==> config.mk <==
export PLATFORM = sky130hd
export DESIGN_NAME = ahbs_regif
export DESIGN_NICKNAME = d
export VERILOG_FILES = /design/src/rtl/ahbs_regif.sv
export SDC_FILE = /design/constraint.sdc
export NUM_CORES = 1
export LEC_CHECK = 0
export ABC_CLOCK_PERIOD_IN_PS = 1700
export CAP_MARGIN = 40
export CORE_MARGIN = 4
export CORE_UTILIZATION = 38
export DETAILED_ROUTE_END_ITERATION = 12
export PLACE_DENSITY = 0.74
export SETUP_SLACK_MARGIN = 0.15
export SYNTH_ARGS = -nofsm -noshare
export SYNTH_HDL_FRONTEND = slang
export SYNTH_SLANG_ARGS = --single-unit
==> constraint.sdc <==
create_clock -name I_AHBS_HCLK -period 1.7 [get_ports I_AHBS_HCLK]
set_input_delay 0.34 -clock I_AHBS_HCLK [delete_from_list [all_inputs] [get_ports I_AHBS_HCLK]]
set_output_delay 0.34 -clock I_AHBS_HCLK [all_outputs]
set_load 0.005 [all_outputs]
==> src/rtl/ahbs_regif.sv <==
// rtl/ahbs_regif.sv - AHB slave register interface for the rotate engine
// Config regs, START/SRESET pulses, BUSY/DONE status and IRQ behind an AHB responder.

module ahbs_regif #(
    parameter int P_RD_WAIT = 0,
    parameter int P_OFS_W   = 8
) (
    input  logic        I_AHBS_HCLK,
    input  logic        I_AHBS_HRESET,
    input  logic        I_AHBS_HSEL,
    input  logic [31:0] I_AHBS_HADDR,
    input  logic [1:0]  I_AHBS_HTRANS,
    input  logic        I_AHBS_HWRITE,
    input  logic [2:0]  I_AHBS_HSIZE,
    input  logic [31:0] I_AHBS_HWDATA,
    input  logic        I_AHBS_HREADY,
    output logic [31:0] O_AHBS_HRDATA,
    output logic        O_AHBS_HREADYOUT,
    output logic [1:0]  O_AHBS_HRESP,
    input  logic        I_AHBS_BUSY,
    input  logic        I_AHBS_DONE,
    output logic        O_AHBS_START,
    output logic        O_AHBS_SRESET,
    output logic [31:0] O_AHBS_SRC_ADDR,
    output logic [31:0] O_AHBS_DST_ADDR,
    output logic [2:0]  O_AHBS_SIZE,
    output logic [4:0]  O_AHBS_COUNT,
    output logic        O_AHBS_IRQ
);

    typedef enum logic [1:0] {S_IDLE, S_RDWAIT, S_ERR1, S_ERR2} state_t;

    localparam logic [1:0]         RD_WAIT     = 2'(P_RD_WAIT);
    localparam logic [P_OFS_W-1:0] OFS_CTRL    = P_OFS_W'(32'h00);
    localparam logic [P_OFS_W-1:0] OFS_STATUS  = P_OFS_W'(32'h04);
    localparam logic [P_OFS_W-1:0] OFS_SRC     = P_OFS_W'(32'h08);
    localparam logic [P_OFS_W-1:0] OFS_DST     = P_OFS_W'(32'h0C);
    localparam logic [P_OFS_W-1:0] OFS_SIZE    = P_OFS_W'(32'h10);
    localparam logic [P_OFS_W-1:0] OFS_COUNT   = P_OFS_W'(32'h14);

    state_t             state;
    state_t             state_nxt;
    logic [1:0]         wait_cnt;
    logic [P_OFS_W-1:0] ofs;
    logic [P_OFS_W-1:0] dp_ofs;
    logic               acc;
    logic               mapped;
    logic               cfg_ofs;
    logic               err;
    logic               dp_wr;
    logic               dp_rd;
    logic               wr_en;
    logic               resp_err;
    logic               irq_en;
    logic               done;
    logic               unused;

    assign ofs    = I_AHBS_HADDR[P_OFS_W-1:0];
    assign acc    = I_AHBS_HSEL & I_AHBS_HREADY & I_AHBS_HTRANS[1];
    assign unused = ^{I_AHBS_HADDR, I_AHBS_HTRANS[0]};

    always_comb begin
        cfg_ofs = (ofs == OFS_SRC) || (ofs == OFS_DST) || (ofs == OFS_SIZE) || (ofs == OFS_COUNT);
        mapped  = cfg_ofs || (ofs == OFS_CTRL) || (ofs == OFS_STATUS);
        err     = !mapped || (I_AHBS_HSIZE != 3'b010) || (I_AHBS_HWRITE && I_AHBS_BUSY && cfg_ofs);
    end

    always_ff @(posedge I_AHBS_HCLK) begin
        if (I_AHBS_HRESET) state <= S_IDLE;
        else               state <= state_nxt;
    end

    always_comb begin
        state_nxt = state;
        if (acc) begin
            if (err)                                 state_nxt = S_ERR1;
            else if (!I_AHBS_HWRITE && RD_WAIT != 0) state_nxt = S_RDWAIT;
            else                                     state_nxt = S_IDLE;
        end else begin
            case (state)
                S_RDWAIT: if (wait_cnt == RD_WAIT) state_nxt = S_IDLE;
                S_ERR1:   state_nxt = S_ERR2;
                S_ERR2:   state_nxt = S_IDLE;
                default:  state_nxt = S_IDLE;
            endcase
        end
    end

    always_comb begin
        O_AHBS_HREADYOUT = 1'b1;
        resp_err         = 1'b0;
        case (state)
            S_RDWAIT: O_AHBS_HREADYOUT = (wait_cnt == RD_WAIT);
            S_ERR1: begin
                O_AHBS_HREADYOUT = 1'b0;
                resp_err         = 1'b1;
            end
            S_ERR2:   resp_err = 1'b1;
            default:  O_AHBS_HREADYOUT = 1'b1;
        endcase
    end

    assign O_AHBS_HRESP = {1'b0, resp_err};

    // Data-phase context only advances while the bus is ready, so it survives wait states.
    always_ff @(posedge I_AHBS_HCLK) begin
        if (I_AHBS_HRESET) begin
            wait_cnt <= 2'd0;
            dp_wr    <= 1'b0;
            dp_rd    <= 1'b0;
            dp_ofs   <= '0;
        end else begin
            wait_cnt <= (state == S_RDWAIT && !acc) ? wait_cnt + 2'd1 : 2'd0;
            if (I_AHBS_HREADY) begin
                dp_wr  <= acc &  I_AHBS_HWRITE & ~err;
                dp_rd  <= acc & ~I_AHBS_HWRITE & ~err;
                dp_ofs <= ofs;
            end
        end
    end

    assign wr_en = dp_wr & O_AHBS_HREADYOUT;

    always_ff @(posedge I_AHBS_HCLK) begin
        if (I_AHBS_HRESET) begin
            O_AHBS_START    <= 1'b0;
            O_AHBS_SRESET   <= 1'b0;
            O_AHBS_SRC_ADDR <= '0;
            O_AHBS_DST_ADDR <= '0;
            O_AHBS_SIZE     <= '0;
            O_AHBS_COUNT    <= '0;
            O_AHBS_IRQ      <= 1'b0;
            irq_en          <= 1'b0;
            done            <= 1'b0;
        end else begin
            O_AHBS_START  <= wr_en && dp_ofs == OFS_CTRL && I_AHBS_HWDATA[0] && !I_AHBS_BUSY;
            O_AHBS_SRESET <= wr_en && dp_ofs == OFS_CTRL && I_AHBS_HWDATA[1];
            if (wr_en) begin
                case (dp_ofs)
                    OFS_CTRL:  irq_en          <= I_AHBS_HWDATA[2];
                    OFS_SRC:   O_AHBS_SRC_ADDR <= I_AHBS_HWDATA;
                    OFS_DST:   O_AHBS_DST_ADDR <= I_AHBS_HWDATA;
                    OFS_SIZE:  O_AHBS_SIZE     <= I_AHBS_HWDATA[2:0];
                    OFS_COUNT: O_AHBS_COUNT    <= I_AHBS_HWDATA[4:0];
                    default:   ;
                endcase
            end
            // A completion arriving alongside a clear must not be lost.
            if (I_AHBS_DONE)
                done <= 1'b1;
            else if (wr_en && I_AHBS_HWDATA[1] && (dp_ofs == OFS_STATUS || dp_ofs == OFS_CTRL))
                done <= 1'b0;
            O_AHBS_IRQ <= done & irq_en;
        end
    end

    always_comb begin
        O_AHBS_HRDATA = '0;
        if (dp_rd) begin
            case (dp_ofs)
                OFS_CTRL:   O_AHBS_HRDATA = {29'd0, irq_en, 2'b00};
                OFS_STATUS: O_AHBS_HRDATA = {30'd0, done, I_AHBS_BUSY};
                OFS_SRC:    O_AHBS_HRDATA = O_AHBS_SRC_ADDR;
                OFS_DST:    O_AHBS_HRDATA = O_AHBS_DST_ADDR;
                OFS_SIZE:   O_AHBS_HRDATA = {29'd0, O_AHBS_SIZE};
                OFS_COUNT:  O_AHBS_HRDATA = {27'd0, O_AHBS_COUNT};
                default:    O_AHBS_HRDATA = '0;
            endcase
        end
    end

endmodule
; Word level (Yosys, flattened, before mapping)
; Cells that the tools add are included.
[word_totals]
elab_cells = 82
register_bits = 91
[op_classes]
reduce_logical = 31
bitwise = 11
addsub = 1
n_eq_ne = 15
n_mux = 10
[op_table]
columns = operator, n
row1 = 32-bit case mux with 6 select lines, 1
row2 = "8-bit by 4-bit == test with 1-bit output, second input constant", 4
row3 = "8-bit by 5-bit == test with 1-bit output, second input constant", 4
row4 = 32-bit two-way mux, 1
row5 = "8-bit by 3-bit == test with 1-bit output, second input constant", 2
row6 = 8-bit logical NOT, 2
row7 = 2-bit AND reduction, 5
row8 = 1-bit logical AND, 9
row9 = 1-bit bitwise AND, 8
row10 = 1-bit logical OR, 8
row11 = 2-bit two-way mux, 3
row12 = "2-bit == test, second input constant", 2
row13 = 2-bit case mux with 2 select lines, 1
row14 = 2-bit OR reduction, 2
row15 = 1-bit logical NOT, 3
row16 = 1-bit two-way mux, 3
row17 = "3-bit by 2-bit != test with 1-bit output, second input constant", 1
row18 = "3-bit != test, second input constant", 1
row19 = 1-bit inverter, 3
row20 = "2-bit by 1-bit adder with 2-bit output, second input constant", 1
row21 = "2-bit by 1-bit == test with 1-bit output, second input constant", 1
row22 = 2-bit logical NOT, 1
row23 = 1-bit case mux with 2 select lines, 1
row24 = 2-bit nonzero test, 1

; Logic depth before layout (Yosys ltp)
; Gate-level depths: netlist of run 1.
[logic_depth]
ltp_word = 11
ltp_mapped = 9
depth_no_buf = 6

; Least setup slack after synthesis of run 1
; OpenSTA, ideal clock, no wires.
[synth_path]
path_kind = reg2out
startpoint = reg dp_ofs[5]
endpoint = out O_AHBS_HRDATA[21]
t_arrival_ns = 1.482
setup_slack_ns = -0.122
stages_incl_launch_ff = 7
t_required_ns = 1.360
path_cell_list = dfxtp_1 or3_4 nor2_2 nand3_1 buf_2 buf_2 nor2_1
[synth_via]
elab_chain_len = 3
[synth_rtl]
columns = element, line_no
row1 = "start, declared", 45  ; logic [P_OFS_W-1:0] dp_ofs;
row2 = "start signal, assigned", 117  ; dp_ofs <= ofs;
row3 = 8-bit by 5-bit == test with 1-bit output (tied with other cells), 160  ; case (dp_ofs)
row4 = 32-bit case mux with 6 select lines *, 160
row5 = 32-bit two-way mux *, 159  ; if (dp_rd) begin
row6 = "end, declared", 17  ; output logic [31:0] O_AHBS_HRDATA,
; Mark *: on every way between the ends. The rest lies on a longest branch, timed or not.

; Final worst setup path of run 1
[layout_path]
startpoint = reg dp_ofs[4]
endpoint = out O_AHBS_HRDATA[4]
; Same word-level chain as after synthesis.

==> flow_metrics.env, run 1 <==
export IMPL_status="finished, violations left"
export IMPL_violations="setup timing"
export IMPL_syn_area_per_cell_um2=8.14
export IMPL_root_buffer="clkbuf_8"
export IMPL_grt_pass1_vias=5629
export IMPL_hold_buffers=0
export IMPL_rsz0062_at_grt="yes"
export IMPL_die_area_um2=12900
export IMPL_grt_max_degree=46
export IMPL_slowest_delay_ps=430
export IMPL_drt_pass1_iterations=5
export IMPL_synthDistinctLibCells=37
export IMPL_startpoint_type="flip-flop"
export IMPL_cp_cell_sequence="buf_12 -> nor2b_1 -> a22o_1 -> nand3_1 -> a21oi_2 -> buf_2"
export IMPL_slowest_stage="nor2b_1"
export IMPL_hold_viol_final=0
export IMPL_r2r_start="dp_ofs[7]$_SDFFE_PP0P_"
export IMPL_synth_area_um2=4240
export IMPL_nets=866
export IMPL_drt_iter0_drc=420
export IMPL_netlist_top_cells_area="dfxtp_1, nand3_1, a21oi_1, o21ai_0, a22oi_1"
export IMPL_wire_per_inst_um=24.4
export IMPL_syn_nets=598
export IMPL_cp_end_kind="primary output"
export IMPL_h_tree_depth=3
export IMPL_clock_sinks=91
export IMPL_ir_drop_mv=0.347
export IMPL_crit_end="O_AHBS_HRDATA[4]"
export IMPL_syn_inst=521
export IMPL_synth_most_common_cell="dfxtp_1"
export IMPL_viasPerCell=6.07
export IMPL_rows=38
export IMPL_die_w_um=114
export IMPL_cap_violations=0
export IMPL_setup_ws_ps=-697
export IMPL_async_reset_ff_share_pct=0
export IMPL_fmax_mhz=417
export IMPL_antenna_cells=0
export IMPL_reg2reg_to="O_AHBS_DST_ADDR[22]$_SDFFE_PP0P_"
export IMPL_io_pins=186
export IMPL_ys_warn_count=0
export IMPL_cp_required_ps=1360
export IMPL_yosysTopAreaCell="dfxtp_1"
export IMPL_cts_buffers=9
export IMPL_syn_to_final_growth_pct=117
export IMPL_drive_gt1_share_pct=60.5
export IMPL_synthFlopType="dfxtp_1"
export IMPL_placed_area_um2=6730
export IMPL_portBuffers=159
export IMPL_ys_ff_latch=91
export IMPL_slew_violations=0
export IMPL_ant_nets=0
export IMPL_dpl_hpwl_mm=10.4
export IMPL_rr_worst_depth=10
export IMPL_arrival_ps=2060
export IMPL_period_needed_ps=2400
export IMPL_core_um2=10900
export IMPL_die_y_um=114
export IMPL_grt_use_total_pct=29.8
export IMPL_gp_congestion=0.829
export IMPL_cp_max_fo=6
export IMPL_routed_wl_mm=22.8
export IMPL_tightest_slew_ps=510
export IMPL_tns_ps=-30110
export IMPL_worst_skew_pair_late_latency_ps=360
export IMPL_power_density_nw_per_um2=479
export IMPL_synth_commonest_cells="dfxtp_1, nand3_1, a21oi_1"
export IMPL_grt_overflow_total=0
export IMPL_start_util_pct=39.0
export IMPL_tritoncts="yes"
export IMPL_cts_clk_slew_worst_paths_ps=90
export IMPL_synth_top_cell_area_share_pct=42.9
export IMPL_seq_area_frac_synth_pct=42.9
export IMPL_hold_class="input port to flip-flop"
export IMPL_criticalPathCategory="flip-flop to primary output"
export IMPL_grt_pass1_wl_mm=30.3
export IMPL_stdcell_area_um2=9220
export IMPL_period_share_pct=141
export IMPL_r2r_slack_ps=-240
export IMPL_leakagePower_uw=0.00390
export IMPL_grt_antenna_before_repair=0
export IMPL_vias=5674
export IMPL_fin_skew_ps=7.83
export IMPL_drc_errors=0
export IMPL_setup_violations_final=108
export IMPL_clk_path_buf_depth=2
export IMPL_synth_edff_count=0
export IMPL_crit_start="dp_ofs[4]$_SDFFE_PP0P_"
export IMPL_max_slew_margin_pct=66.0
[sequential cells by signal, summed over array words and instances (netlist names)]
name	count
O_AHBS_SRESET	1
dp_rd	1
O_AHBS_SIZE	3
dp_ofs	8
state	2
O_AHBS_COUNT	5
wait_cnt	2
dp_wr	1
done	1
O_AHBS_IRQ	1
O_AHBS_START	1
O_AHBS_DST_ADDR	32
irq_en	1
O_AHBS_SRC_ADDR	32
[cells in the final DEF, fill, tap and decap left out, types with 4 or more instances in the layout]
master,instances
and3_1,4
buf_12,26
buf_4,61
dfxtp_4,4
nand2b_1,17
nand3_1,5
dlymetal6s2s_1,31
buf_16,22
nor2_4,16
a21oi_1,17
dfxtp_1,18
and3_4,6
clkbuf_8,10
o21ai_1,23
o21ai_2,19
dfxtp_2,69
nand3_2,41
clkdlybuf4s50_1,52
nand3_4,29
a22oi_2,10
buf_2,30
mux2i_1,19
o21ai_0,22
buf_6,36
dlygate4sd2_1,42
a22oi_1,19
buf_8,8
nor2_2,10
a21oi_2,51
nor2_1,18
[cell families after synthesis]
logic type,share of synthesized area [%]
compound gates,23.0
simple gates,21.3
flops,42.9
buf+inv,6.96
mux,5.49
fa+ha+maj,0.295
other cells,0.0884
[through the flow]
stage | std cells | utilization, % | setup slack [ps] | total power (uW) | hold WS, ps
final | 934 | 84.7 | -697 | 4410 | 348
after global routing | 934 | 84.7 | -771 | 4520 | 357
after CTS | 914 | 77.8 | -655 | 4260 | 333
after detailed placement | 821 | 61.8 | -566 | 2650 | 410
after global placement | 821 | 61.8 | -543 | 2640 | 401
after floorplan | 521 | - | -26.5 | 2390 | 396
[critical path, delay by kind of cell, from the launching register on]
kind | cells | cell delay (ps)
buffers and inverters | 2 | 280
AND/OR/NAND/NOR | 2 | 570
AO/OA/AOI/OAI | 2 | 450
flip-flops | 1 | 400
[worst min path at each step]
stage | start | endpoint | slack [ps] | cells past startpoint
floorplan | wait_cnt[0]$_SDFF_PP0_ | wait_cnt[0]$_SDFF_PP0_ | 400 | 1
global placement | wait_cnt[0]$_SDFF_PP0_ | wait_cnt[0]$_SDFF_PP0_ | 400 | 1
detailed placement | wait_cnt[0]$_SDFF_PP0_ | wait_cnt[0]$_SDFF_PP0_ | 410 | 1
CTS | I_AHBS_HRESET | O_AHBS_SRC_ADDR[3]$_SDFFE_PP0P_ | 330 | 2
global route | I_AHBS_HRESET | O_AHBS_SRC_ADDR[2]$_SDFFE_PP0P_ | 360 | 2
finish | I_AHBS_HRESET | O_AHBS_SRC_ADDR[3]$_SDFFE_PP0P_ | 350 | 2
[cell type report]
type                            count  area (um2)
Timing Repair Buffer              312        3590
Multi-Input combinational cell    371        3300
Sequential cell                    91        1920
Fill cell                         544        1670
Tap cell                          140         175
Clock buffer                       13         170
Clock inverter                      3        43.8
Inverter                            4        15.0
[per-layer routing]
metal | up-vias | track usage [%] | wire, um
li1 | 2423 | - | -
met5 | - | 0 | 0
met4 | 0 | 12.7 | 1140
met1 | 2771 | 34.8 | 8160
met2 | 380 | 53.6 | 11800
met3 | 100 | 5.25 | 1710
[power by group]
group          leakage (uW)  switching, uW  internal (uW)
Clock              0.000109            820            814
Sequential         0.000773           20.4           2140
Combinational       0.00302            313            305
[timing repair]
item,4_1_cts,5_1_grt
buffers inserted,55,19
resized for setup,415,142
cloned,22,1
pin swaps,71,47
setup endpoints to repair,179,141
No activity file was read; power rests on OpenSTA's default activity.
==> run 2, diff against run 1 <==
CORE_MARGIN = 8   (was 4)
SLEW_MARGIN = 15   (was not set)
TNS_END_PERCENT = 1   (was not set)
==> run 2 against run 1 <==
  * The run still ends with setup timing left
  * Sequential share of layout area is 4.8 points higher
  * Utilization is 18 points lower
  * Clock skew is 8.2 ps higher
  * Sequential power hardly changed
  * Combinational power is 21% lower
  * Fmax is 6.0% higher
  * Cell area is 22% lower
  * Worst hold slack better by 71 ps
==> flow_metrics.env, run 2 (synthesis results as in run 1) <==
export IMPL_nets=802
export IMPL_drt_iter0_drc=315
export IMPL_p_int_uw=3260
export IMPL_die_area_um2=14800
export IMPL_cap_violations=0
export IMPL_period_needed_ps=2260
export IMPL_routed_wl_mm=16.9
export IMPL_ant_nets=0
export IMPL_p_switching_uw=955
export IMPL_gp_congestion=0.877
export IMPL_fin_util_pct=66.5
export IMPL_slowest_stage="or3_4"
export IMPL_clk_path_buf_depth=2
export IMPL_status="finished, violations left"
export IMPL_vias=4872
export IMPL_die_w_um=122
export IMPL_cts_clk_slew_worst_paths_ps=90
export IMPL_clock_power_share_pct=37.1
export IMPL_startpoint_type="flip-flop"
export IMPL_stdcell_area_um2=7240
export IMPL_switching_share_pct=22.6
export IMPL_setup_ws_ps=-563
export IMPL_rows=38
export IMPL_fin_skew_ps=16.1
export IMPL_grt_overflow_total=0
export IMPL_drt_pass1_iterations=5
export IMPL_dpl_hpwl_mm=11.2
export IMPL_cts_buffers=9
export IMPL_start_util_pct=39.0
export IMPL_cp_max_fo=8
export IMPL_grt_pass1_wl_mm=25.8
export IMPL_grt_antenna_before_repair=0
export IMPL_worst_skew_pair_late_latency_ps=350
export IMPL_grt_pass1_vias=4934
export IMPL_grt_use_total_pct=21.7
export IMPL_pwr_share_seq_pct=51.3
export IMPL_layout_commonest_cell="clkdlybuf4s50_1"
export IMPL_violations="setup timing"
export IMPL_combPwrFrac_pct=11.7
export IMPL_power_density_nw_per_um2=583
export IMPL_dp_cells=825
export IMPL_slowest_delay_ps=390
export IMPL_grt_max_degree=37
export IMPL_wire_per_inst_um=19.5
export IMPL_period_share_pct=133
export IMPL_cp_cell_sequence="or3_4 -> nor2_4 -> nand3_4 -> buf_6 -> buf_12 -> nor2_1 -> buf_2"
export IMPL_io_pins=186
export IMPL_root_buffer="clkbuf_8"
export IMPL_core_um2=10900
export IMPL_placed_area_um2=6390
export IMPL_ir_drop_mv=0.470
export IMPL_drive_gt1_share_pct=31.5
export IMPL_crit_family="simple AND/OR/NAND/NOR gates"
export IMPL_cp_buffers_inverters=3
export IMPL_cp_required_ps=1360
export IMPL_rsz0062_at_grt="yes"
export IMPL_tritoncts="yes"
export IMPL_drc_errors=0
export IMPL_hold_class="flip-flop to flip-flop"
export IMPL_die_y_um=122
export IMPL_tns_ps=-18870
export IMPL_fmax_mhz=442
export IMPL_arrival_ps=1920
export IMPL_viasPerCell=5.61
export IMPL_antenna_cells=0
export IMPL_leakagePower_uw=0.00285
export IMPL_setup_violations_final=96
export IMPL_syn_to_final_growth_pct=70.6
export IMPL_fillers=867
export IMPL_hold_viol_final=0
export IMPL_final_cells=868
export IMPL_hold_buffers=0
export IMPL_slew_violations=0
export IMPL_h_tree_depth=3
export IMPL_portBuffers=159
export IMPL_cp_end_kind="primary output"
export IMPL_top_regs="O_AHBS_DST_ADDR (32), O_AHBS_SRC_ADDR (32), dp_ofs (8)"
export IMPL_clock_sinks=91
export IMPL_criticalPathCategory="flip-flop to primary output"
export IMPL_layout_common_cells="clkdlybuf4s50_1, nand3_1, dfxtp_1, a21oi_1, o21ai_0"
[run 2: cell count changes in the layout (fill, tap and decap cells not counted), sizes merged]
cell | before | now
clkdlybuf4s15 | 3 | 2
clkdlybuf4s50 | 52 | 95
bufinv | 1 | 2
buf | 183 | 121
clkbuf | 14 | 12
clkinv | 2 | 1
and3 | 10 | 9
dlygate4sd2 | 42 | 19
dlymetal6s2s | 31 | 11
[run 2: layout make-up]
| class | count | area (um2) | share of cell area (%) |
|---|---|---|---|
| Clock buffer | 11 | 141 | 1.95 |
| Clock inverter | 3 | 65.1 | 0.899 |
| Inverter | 4 | 15.0 | 0.208 |
| Multi-Input combinational cell | 370 | 2450 | 33.9 |
| Sequential cell | 91 | 1860 | 25.7 |
| Tap cell | 140 | 175 | 2.42 |
| Timing Repair Buffer | 249 | 2530 | 35.0 |
[run 2: what timing repair did]
action,CTS,global route
setup buffers,20,2
resized for setup,240,48
setup endpoints to repair,182,164
pin swaps,47,26
gates cloned,7,0
[run 2: power by group through the flow]
stage                     sequential, uW  clock, uW  combinational (uW)
final                               2160       1560                 491
after global routing                2160       1690                 521
after CTS                           2160       1580                 474
after detailed placement            2210          0                 421
after global placement              2210          0                 415
after floorplan                     2210          0                 175
[run 2: stage by stage]
stage | hold WS [ps] | power, uW | worst slack [ps]
floorplan | 399 | 2380 | -26.7
global placement | 403 | 2620 | -606
detailed placement | 407 | 2630 | -622
CTS | 400 | 4220 | -563
global route | 427 | 4370 | -651
finish | 418 | 4220 | -563
[run 2: final timing paths]
| path | depth (start not counted) | from | end | slack (ps) |
|---|---|---|---|---|
| setup / recovery | 7 | dp_ofs[5]$_SDFFE_PP0P_ | O_AHBS_HRDATA[16] | -560 |
| hold / removal | 1 | wait_cnt[0]$_SDFF_PP0_ | wait_cnt[0]$_SDFF_PP0_ | 420 |
| setup reg to reg | 9 | dp_ofs[7]$_SDFFE_PP0P_ | O_AHBS_DST_ADDR[29]$_SDFFE_PP0P_ | -90 |
| hold reg to reg | 1 | wait_cnt[0]$_SDFF_PP0_ | wait_cnt[0]$_SDFF_PP0_ | 420 |
[run 2: layer usage]
metal  routed length [um]  part of all wire, %  global-route usage (%)  vias up
met5                    0                    0                       0        -
li1                     -                    -                       -     2275
met1                 6510                   39                    24.6     2355
met2                 8760                   52                    38.8      215
met4                  330                  2.0                    8.02        0
met3                 1290                  7.6                    5.09       27
[run 2: worst reg2reg max path, cell delays in order (launching register included)]
cell and delay [ps]:
dfxtp_4 380, nor4b_4 300, and3_4 250, buf_6 120, buf_6 110, buf_16 110
buf_12 130, buf_6 110, nand3_1 90, a21oi_2 140
==> run 3, diff against run 2 <==
CORE_MARGIN = not set   (was 8)
==> run 3 against run 2 <==
  * The flow still finishes with violations (setup timing)
  * Non-clock buffer count increased by 6
  * Die area decreased by 22%
  * Global-route usage increased by 5.2 points
==> flow_metrics.env, run 3 (synthesis results as in run 1) <==
export IMPL_viasPerCell=5.66
export IMPL_grtUsageMet3_pct=3.51
export IMPL_max_slew_margin_pct=65.7
export IMPL_violations="setup timing"
export IMPL_hold_viol_final=0
export IMPL_ant_nets=0
export IMPL_criticalPathCategory="flip-flop to primary output"
export IMPL_clk_path_buf_depth=2
export IMPL_power_density_nw_per_um2=564
export IMPL_rows=38
export IMPL_period_needed_ps=2300
export IMPL_drt_iter0_drc=333
export IMPL_drt_pass1_iterations=5
export IMPL_rsz0062_at_grt="yes"
export IMPL_hold_path_startpoint="wait_cnt[0]$_SDFF_PP0_"
export IMPL_fin_skew_ps=13.9
export IMPL_startpoint_type="flip-flop"
export IMPL_vias=4958
export IMPL_cap_violations=0
export IMPL_syn_to_final_growth_pct=69.0
export IMPL_h_tree_depth=3
export IMPL_grt_antenna_before_repair=0
export IMPL_tritoncts="yes"
export IMPL_grt_use_total_pct=26.9
export IMPL_cp_required_ps=1360
export IMPL_r2r_start="dp_ofs[5]$_SDFFE_PP0P_"
export IMPL_r2r_slack_ps=-110
export IMPL_arrival_ps=1960
export IMPL_fillers=876
export IMPL_worst_skew_pair_late_latency_ps=370
export IMPL_routed_wl_mm=15.6
export IMPL_nets=808
export IMPL_fmax_mhz=435
export IMPL_grt_max_degree=37
export IMPL_layout_commonest_cell="clkdlybuf4s50_1"
export IMPL_cp_max_fo=4
export IMPL_grt_pass1_wl_mm=24.4
export IMPL_period_share_pct=135
export IMPL_drive_gt1_share_pct=32.9
export IMPL_root_buffer="clkbuf_8"
export IMPL_leakagePower_uw=0.00275
export IMPL_clock_sinks=91
export IMPL_hold_class="flip-flop to flip-flop"
export IMPL_core_um2=10800
export IMPL_grtUsageMet2_pct=48.2
export IMPL_die_area_um2=11600
export IMPL_portBuffers=159
export IMPL_regArea_um2=1860
export IMPL_multi_input_area_um2=2450
export IMPL_cp_end_kind="primary output"
export IMPL_gr_usage_met1_pct=31.5
export IMPL_wire_per_inst_um=17.8
export IMPL_die_y_um=108
export IMPL_min_path_cells=1
export IMPL_start_util_pct=39.1
export IMPL_ir_drop_mv=0.402
export IMPL_grt_overflow_total=0
export IMPL_slew_violations=0
export IMPL_tightest_slew_ps=514
export IMPL_dpl_hpwl_mm=10.2
export IMPL_rr_worst_depth=9
export IMPL_min_to="wait_cnt[0]$_SDFF_PP0_"
export IMPL_setup_ws_ps=-599
export IMPL_gp_congestion=0.860
export IMPL_top_regs="O_AHBS_DST_ADDR (32), O_AHBS_SRC_ADDR (32), dp_ofs (8)"
export IMPL_reg2reg_to="O_AHBS_DST_ADDR[2]$_SDFFE_PP0P_"
export IMPL_status="finished, violations left"
export IMPL_stdcell_area_um2=7170
export IMPL_cts_clk_slew_worst_paths_ps=90
export IMPL_setup_violations_final=94
export IMPL_grt_busiest_layer="met2"
export IMPL_drc_errors=0
export IMPL_layout_common_cells="clkdlybuf4s50_1, nand3_1, dfxtp_1"
export IMPL_antenna_cells=0
export IMPL_grt_pass1_vias=4991
export IMPL_power_uw=4040
export IMPL_cts_buffers=9
export IMPL_io_pins=186
export IMPL_placed_area_um2=6390
export IMPL_die_w_um=108
==> run 3: how the worst max path moves through the flow <==
stage,endpoint,start,cells past startpoint
finish,O_AHBS_HRDATA[15],dp_ofs[5]$_SDFFE_PP0P_,8
global route,O_AHBS_HRDATA[14],dp_ofs[5]$_SDFFE_PP0P_,8
CTS,O_AHBS_HRDATA[17],dp_ofs[5]$_SDFFE_PP0P_,8
detailed placement,O_AHBS_HRDATA[17],dp_ofs[7]$_SDFFE_PP0P_,6
global placement,O_AHBS_HRDATA[20],dp_ofs[5]$_SDFFE_PP0P_,6
floorplan,O_AHBS_HRDATA[21],dp_ofs[5]$_SDFFE_PP0P_,6
==> run 3: worst max-delay path, cell delays in order (launching register included) <==
cell and delay, ps:
dfxtp_4 360, or3_4 380, nor2_4 130, nand3_4 110
buf_12 160, buf_6 110, buf_4 140, nor2_2 100
buf_2 110
==> run 3: layout make-up <==
class                           count  area share (%)
Timing Repair Buffer              255            34.6
Multi-Input combinational cell    370            34.2
Sequential cell                    91            25.9
Tap cell                          140            2.44
Clock buffer                       10            1.92
Clock inverter                      6           0.628
Inverter                            4           0.209
==> run 3: layer usage <==
layer	up-vias	share of wire (%)	wire (um)
li1	2287	-	-
met1	2380	40	6200
met2	252	51	8030
met3	39	6.3	989
met4	0	2.7	421
met5	-	0	0
==> run 3: stage by stage <==
stage	util (%)	hold WS [ps]	std cells	setup slack, ps	setup TNS, ps
global route	66.1	430	876	-686	-28390
floorplan	-	399	521	-26.7	-729
CTS	64.9	414	876	-590	-20230
global placement	58.9	402	825	-558	-20940
finish	66.1	425	876	-599	-20980
detailed placement	58.9	425	825	-620	-26750
==> run 3: power by group <==
group / internal, uW / switching, uW / total (uW)
Sequential: 2150 / 17.4 / 2160
Clock: 586 / 805 / 1390
Combinational: 257 / 229 / 486
Total: 2990 / 1050 / 4040
==> run 3: timing repair <==
action / in CTS / in global routing
pin swaps: 52 / 26
setup endpoints to repair: 182 / 167
gates cloned: 5 / 0
hold buffers: 0 / 0
buffers inserted: 30 / 0
gates resized for setup: 206 / 47
==> edit 1, RTL diff (config.mk and constraints of run 2) <==
Change the parameter `P_OFS_W` from 8 to 10.
--- a/src/rtl/ahbs_regif.sv
+++ b/src/rtl/ahbs_regif.sv
@@ -3,7 +3,7 @@
 
 module ahbs_regif #(
     parameter int P_RD_WAIT = 0,
-    parameter int P_OFS_W   = 8
+    parameter int P_OFS_W   = 10
 ) (
     input  logic        I_AHBS_HCLK,
     input  logic        I_AHBS_HRESET,
Function: changed (a bounded check fails within 4 cycles, from zero or initial values and one cycle with I_AHBS_HRESET high).
==> edit 1 against run 2 <==
The run still ends with negative setup slack left; global-route usage down 1.4 points; count of clock-buffer cells in the layout increased by 1; critical path depth is 2 higher; via count shrank 0.64%; sequential power increased by 2%; final cell count unchanged; wire length decreased by 4.9%; sequential cell count up 2; total power is 9.0% higher; synthesized area down 1.3%; setup slack got worse by 0.38 ns; cell area shrank 1.7%; clock skew decreased by 0.010 ns; largest cell class unchanged.
==> edit 1: results (changes against run 2) <==
.. list-table::
   :header-rows: 1

   * - Metric
     - Value
   * - Number of I/O port buffers
     - 161 (+1.3%)
   * - Worst hold slack across all endpoints
     - 0.402 ns (-0.0159 ns)
   * - R2R cell count
     - 7 (-2)
   * - DP HPWL
     - 11,000 um (-2.2%)
   * - Adder and majority gate portion of the synthesized area
     - 0.299% (+0.0040 points)
   * - Share of final-layout standard cells stronger than drive strength 1
     - 28.7% (-2.7 points)
   * - Worst setup slack before clock tree synthesis
     - -0.898 ns (-0.276 ns)
   * - WL/cell
     - 18.5 um (-4.9%)
   * - Placed cell areas
     - 6380 um^2 (about the same)
   * - Met2 wirelength from detailed routing
     - 8130 um (-7.2%)
   * - Delay of the slowest cell on the worst path
     - 0.58 ns (+0.19 ns)
   * - Aggregate global-route resource usage
     - 20.3% (-1.4 points)
   * - Net Count, Synth
     - 589 (-1.5%)
   * - R2r setup slk
     - -0.49 ns (-0.40 ns)
   * - Finish-stage setup viols
     - 100 (+4.2%)
   * - Ratio of routed vias to standard cells
     - 5.58 (-0.64%)
   * - Placed cells
     - 826 (+0.12%)
   * - Maximum number of pins on one net before global-route repair
     - 78 (+110%)
   * - Violations in the final reports
     - negative setup slack
   * - Met3 layer wire length in the routed design
     - 1200 um (-6.6%)
   * - Main area contributors after synthesis
     - sky130_fd_sc_hd__dfxtp_1, sky130_fd_sc_hd__nand3_1, sky130_fd_sc_hd__a21oi_1
   * - Fraction of met1 tracks used by global routing
     - 23.3% (-1.3 points)
   * - LEAKAGE
     - 3.03 nW (+6.5%)
   * - Critical register-to-register path startpoint
     - dp_ofs[1]
   * - GR Util met2
     - 35.1% (-3.7 points)
   * - Largest voltage drop on the vdd net
     - 0.357 mV (-24%)
   * - Distinct cell type count of the synthesized netlist
     - 43 (+16%)
   * - Global-route wire length before repair
     - 24,200 um (-6.4%)
   * - Met3 usage in global routing
     - 4.47% (-0.62 points)
   * - Sequential element share of the synthesized area
     - 44.5% (+1.5 points)
   * - GP Congestion
     - 0.945 (+7.7%)
   * - Setup TNS after final layout
     - -55.72 ns (-36.84 ns)
   * - Setup clock skew after layout
     - 0.00594 ns (-0.0101 ns)
   * - Leading post-synthesis cells by instance count
     - sky130_fd_sc_hd__dfxtp_1, sky130_fd_sc_hd__nand3_1, sky130_fd_sc_hd__a21oi_1
   * - Drt first pass iters
     - 8 (+3)
   * - Net count, final
     - 800 (-0.25%)
   * - Number of design-rule violations left by the first detailed-router iteration
     - 422 (+34%)
   * - Final Worst Setup Slack
     - -0.943 ns (-0.380 ns)
   * - Mux contribution to synthesized area
     - 6.13% (+0.64 points)
   * - Wire length the detailed router placed on met1
     - 6300 um (-3.2%)
   * - Slowest stage cell, crit path
     - sky130_fd_sc_hd__or4_4
   * - Count of buffers added by post-CTS timing repair for setup
     - 16 (-20%)
   * - Result of the run
     - finished, violations left
==> edit 1: cell count changes in the layout (fill, tap and decap cells not counted), sizes merged, moves of 6 or more <==
| cell | run 2 | this run |
|---|---|---|
| a21oi | 71 | 62 |
| a31o | 0 | 6 |
| dlymetal6s2s | 11 | 18 |
| nand2 | 3 | 18 |
| nand2b | 18 | 2 |
| nand3 | 75 | 64 |
| nor3 | 2 | 9 |
==> edit 1: power by group <==
part / total, mW / leakage [nW] / switching (mW) / internal [mW]
clock: 1.87 / 0.125 / 0.740 / 1.13
sequential: 2.21 / 0.761 / 0.0144 / 2.20
combinational: 0.517 / 2.14 / 0.238 / 0.279
==> edit 1: area by class of cell <==
class | instances | area (um^2)
clock buffers | 12 | 135
clock inverters | 4 | 120
fillers | 866 | 3680
inverters | 7 | 26.3
multi-input cells | 359 | 2290
flip-flops and latches | 93 | 1890
well taps | 140 | 175
repair buffers | 253 | 2480
==> edit 1: cells by family (layout without fill, tap and decap cells) <==
group,count (synthesis),in the layout
compound gates,167,167
fa+ha+maj,1,1
buf+inv,60,276
flops,93,93
mux,25,25
other cells,1,1
simple gates,165,165
==> edit 1: worst max path at each step <==
stage | endpoint | cells after the start | slack [ns] | startpoint
6_report | O_AHBS_HRDATA[8] | 9 | -0.94 | dp_ofs[1]
3_3_place_gp | O_AHBS_HRDATA[20] | 6 | -0.81 | dp_ofs[8]
5_1_grt | O_AHBS_HRDATA[8] | 9 | -1.03 | dp_ofs[1]
2_1_floorplan | O_AHBS_HRDATA[13] | 6 | -0.26 | dp_ofs[8]
3_5_place_dp | O_AHBS_HRDATA[8] | 6 | -0.90 | dp_ofs[8]
4_1_cts | O_AHBS_HRDATA[1] | 8 | -0.96 | dp_ofs[4]
==> edit 2, RTL diff (settings of run 2) <==
Without the edit above. The 4 states of `state_t` get a one-hot encoding in 4 bits.
--- a/src/rtl/ahbs_regif.sv
+++ b/src/rtl/ahbs_regif.sv
@@ -28,7 +28,7 @@
     output logic        O_AHBS_IRQ
 );
 
-    typedef enum logic [1:0] {S_IDLE, S_RDWAIT, S_ERR1, S_ERR2} state_t;
+    typedef enum logic [3:0] {S_IDLE = 4'b0001, S_RDWAIT = 4'b0010, S_ERR1 = 4'b0100, S_ERR2 = 4'b1000} state_t;
 
     localparam logic [1:0]         RD_WAIT     = 2'(P_RD_WAIT);
     localparam logic [P_OFS_W-1:0] OFS_CTRL    = P_OFS_W'(32'h00);
Behaviour: same outputs for any inputs over 4 cycles, from zero or initial values and one cycle with I_AHBS_HRESET high; so few cycles prove little.
==> edit 2 against run 2 <==
The run still ends with negative setup slack left; first-iteration DRC count shrank 36%; combinational power shrank 16%; synthesized area shrank 6.0%; global-route usage shrank 1.4 points; critical endpoint is now O_AHBS_HRDATA[15]; setup slack lost 0.23 ns; largest cell class unchanged; clock skew shrank 0.0032 ns; cell area shrank 10%; total power shrank 4.3%; sequential cell count shrank 1; critical path depth grew 2; wire length shrank 14%.
==> edit 2: results (changes against run 2) <==
.. list-table::
   :header-rows: 1

   * - Metric
     - Value
   * - Finish-stage setup viols
     - 96 (unchanged)
   * - CTS H-Tree Depth
     - 3 (unchanged)
   * - Fillers
     - 885 (+2.1%)
   * - Violations in the final reports
     - negative setup slack
   * - Peak fanout along the critical path
     - 6 (-2)
   * - Distinct cell type count of the synthesized netlist
     - 40 (+8.1%)
   * - Critical R2R Capture
     - O_AHBS_DST_ADDR[10]
   * - Post-synthesis compound-gate area fraction
     - 16.5% (-6.5 points)
   * - LEAKAGE
     - 2.89 nW (+1.6%)
   * - Mux contribution to synthesized area
     - 6.15% (+0.66 points)
   * - R2R cell count
     - 7 (-2)
   * - Slowest stage cell, crit path
     - sky130_fd_sc_hd__or4b_4
   * - Adder and majority gate portion of the synthesized area
     - 0% (-0.29 points)
   * - Hold crit path type
     - input pin to flop
   * - Net Count, Synth
     - 569 (-4.8%)
   * - Main area contributors after synthesis
     - sky130_fd_sc_hd__dfxtp_1, sky130_fd_sc_hd__nand2_1, sky130_fd_sc_hd__a21oi_1
   * - Final Worst Setup Slack
     - -0.793 ns (-0.231 ns)
   * - Aggregate global-route resource usage
     - 20.3% (-1.4 points)
   * - CP delay by family, top
     - simple AND/OR/NAND/NOR gates
   * - DP HPWL
     - 10,100 um (-9.7%)
   * - Cell depth of the worst min-delay path
     - 2 (+1)
   * - Capture point of the critical path
     - O_AHBS_HRDATA[15]
   * - WL/cell
     - 17.4 um (-11%)
   * - R2r setup slk
     - -0.41 ns (-0.32 ns)
   * - Number of design-rule violations left by the first detailed-router iteration
     - 201 (-36%)
   * - Critical Path Start
     - dp_ofs[1]
   * - Ratio of routed vias to standard cells
     - 5.20 (-7.4%)
   * - Worst setup slack before clock tree synthesis
     - -0.711 ns (-0.0889 ns)
   * - Sequential element share of the synthesized area
     - 45.2% (+2.2 points)
   * - GP Congestion
     - 0.852 (-2.8%)
   * - Share of final-layout standard cells stronger than drive strength 1
     - 31.2% (-0.21 points)
   * - Delay of the slowest cell on the worst path
     - 0.59 ns (+0.20 ns)
   * - Net count, final
     - 772 (-3.7%)
   * - Setup clock skew after layout
     - 0.0128 ns (-0.00321 ns)
   * - Largest voltage drop on the vdd net
     - 0.451 mV (-4.1%)
   * - Data arrival, critical path
     - 2.15 ns (+0.23 ns)
   * - Leading post-synthesis cells by instance count
     - sky130_fd_sc_hd__nand2_1, sky130_fd_sc_hd__dfxtp_1, sky130_fd_sc_hd__a21oi_1
   * - Parity-gate share of the synthesized area counting xor and xnor cells
     - 0.220% (+0.22 points)
   * - Number of global-route vias before repair
     - 4,534 (-8.1%)
   * - Global-route wire length before repair
     - 23,500 um (-9.0%)
   * - Result of the run
     - finished, violations left
==> edit 2: changes by cell type in the layout (fill, tap and decap cells not counted), sizes merged, moves of 6 or more <==
cell	change
nand2	+131
nand3	-66
o21ai	-60
dlymetal6s2s	+9
nand2b	-18
dlygate4sd2	+16
clkbuf	+6
buf	-27
nor2	+11
and3	-9
clkdlybuf4s50	-24
==> edit 2: per-stage QoR <==
step | hold WS [ns] | instance area [um^2] | instances | setup TNS [ns]
4_1_cts | 0.379 | 6430 | 835 | -45.79
2_1_floorplan | 0.417 | 4060 | 493 | -18.69
5_1_grt | 0.387 | 6520 | 837 | -49.98
6_report | 0.386 | 6520 | 837 | -44.15
3_5_place_dp | 0.462 | 6090 | 807 | -47.85
3_3_place_gp | 0.454 | 6090 | 807 | -44.43
==> edit 2: report_power, final <==
group,switching (mW),internal (mW)
Combinational,0.180,0.232
Sequential,0.0137,2.12
Clock,0.796,0.690
==> edit 2: area by class of cell <==
cell class                 count  area (um^2)  share of cell area (%)
clock buffer                   9          124                    1.90
clock inverter                 7         76.3                    1.17
inverter                       2         7.51                   0.115
multi-input combinational    362         2090                    32.1
sequential                    90         1850                    28.5
tap                          136          170                    2.61
timing repair buffer         231         2190                    33.6
==> edit 2: layer usage <==
layer | share of wire, % | wire length, um | global-route usage, % | vias to the layer above
met3 | 8.3 | 1210 | 6.47 | 29
met5 | 0 | 0 | 0 | -
met1 | 42 | 6050 | 24.0 | 2038
li1 | - | - | - | 2084
met2 | 48 | 6920 | 34.4 | 201
met4 | 2.4 | 350 | 6.17 | 0
==> edit 2: how the worst min path moves through the flow <==
| stage | start | end | slack (ns) |
|---|---|---|---|
| floorplan | I_AHBS_BUSY | O_AHBS_START | 0.42 |
| global placement | O_AHBS_SRC_ADDR[10] | O_AHBS_SRC_ADDR[10] | 0.45 |
| detailed placement | O_AHBS_SRC_ADDR[4] | O_AHBS_SRC_ADDR[4] | 0.46 |
| CTS | I_AHBS_HRESET | O_AHBS_SIZE[1] | 0.38 |
| global route | I_AHBS_HRESET | dp_ofs[5] | 0.39 |
| finish | I_AHBS_HRESET | dp_ofs[5] | 0.39 |
==> edit 2: repair_timing <==
| action | 4_1_cts | 5_1_grt |
|---|---|---|
| gates resized for setup | 178 | 66 |
| pin swaps | 12 | 9 |
| endpoints found under the setup margin | 178 | 151 |
| cloned | 4 | 0 |
| endpoints found under the hold margin | 0 | 0 |
| buffers inserted | 8 | 2 |
==> edit 2: logic make-up (layout without fill, tap and decap cells) <==
family,after synthesis,in the layout
buf+inv,41,249
compound gates,112,112
flops,90,90
mux,24,24
simple gates,224,224
xor+xnor,1,1
other cells,1,1
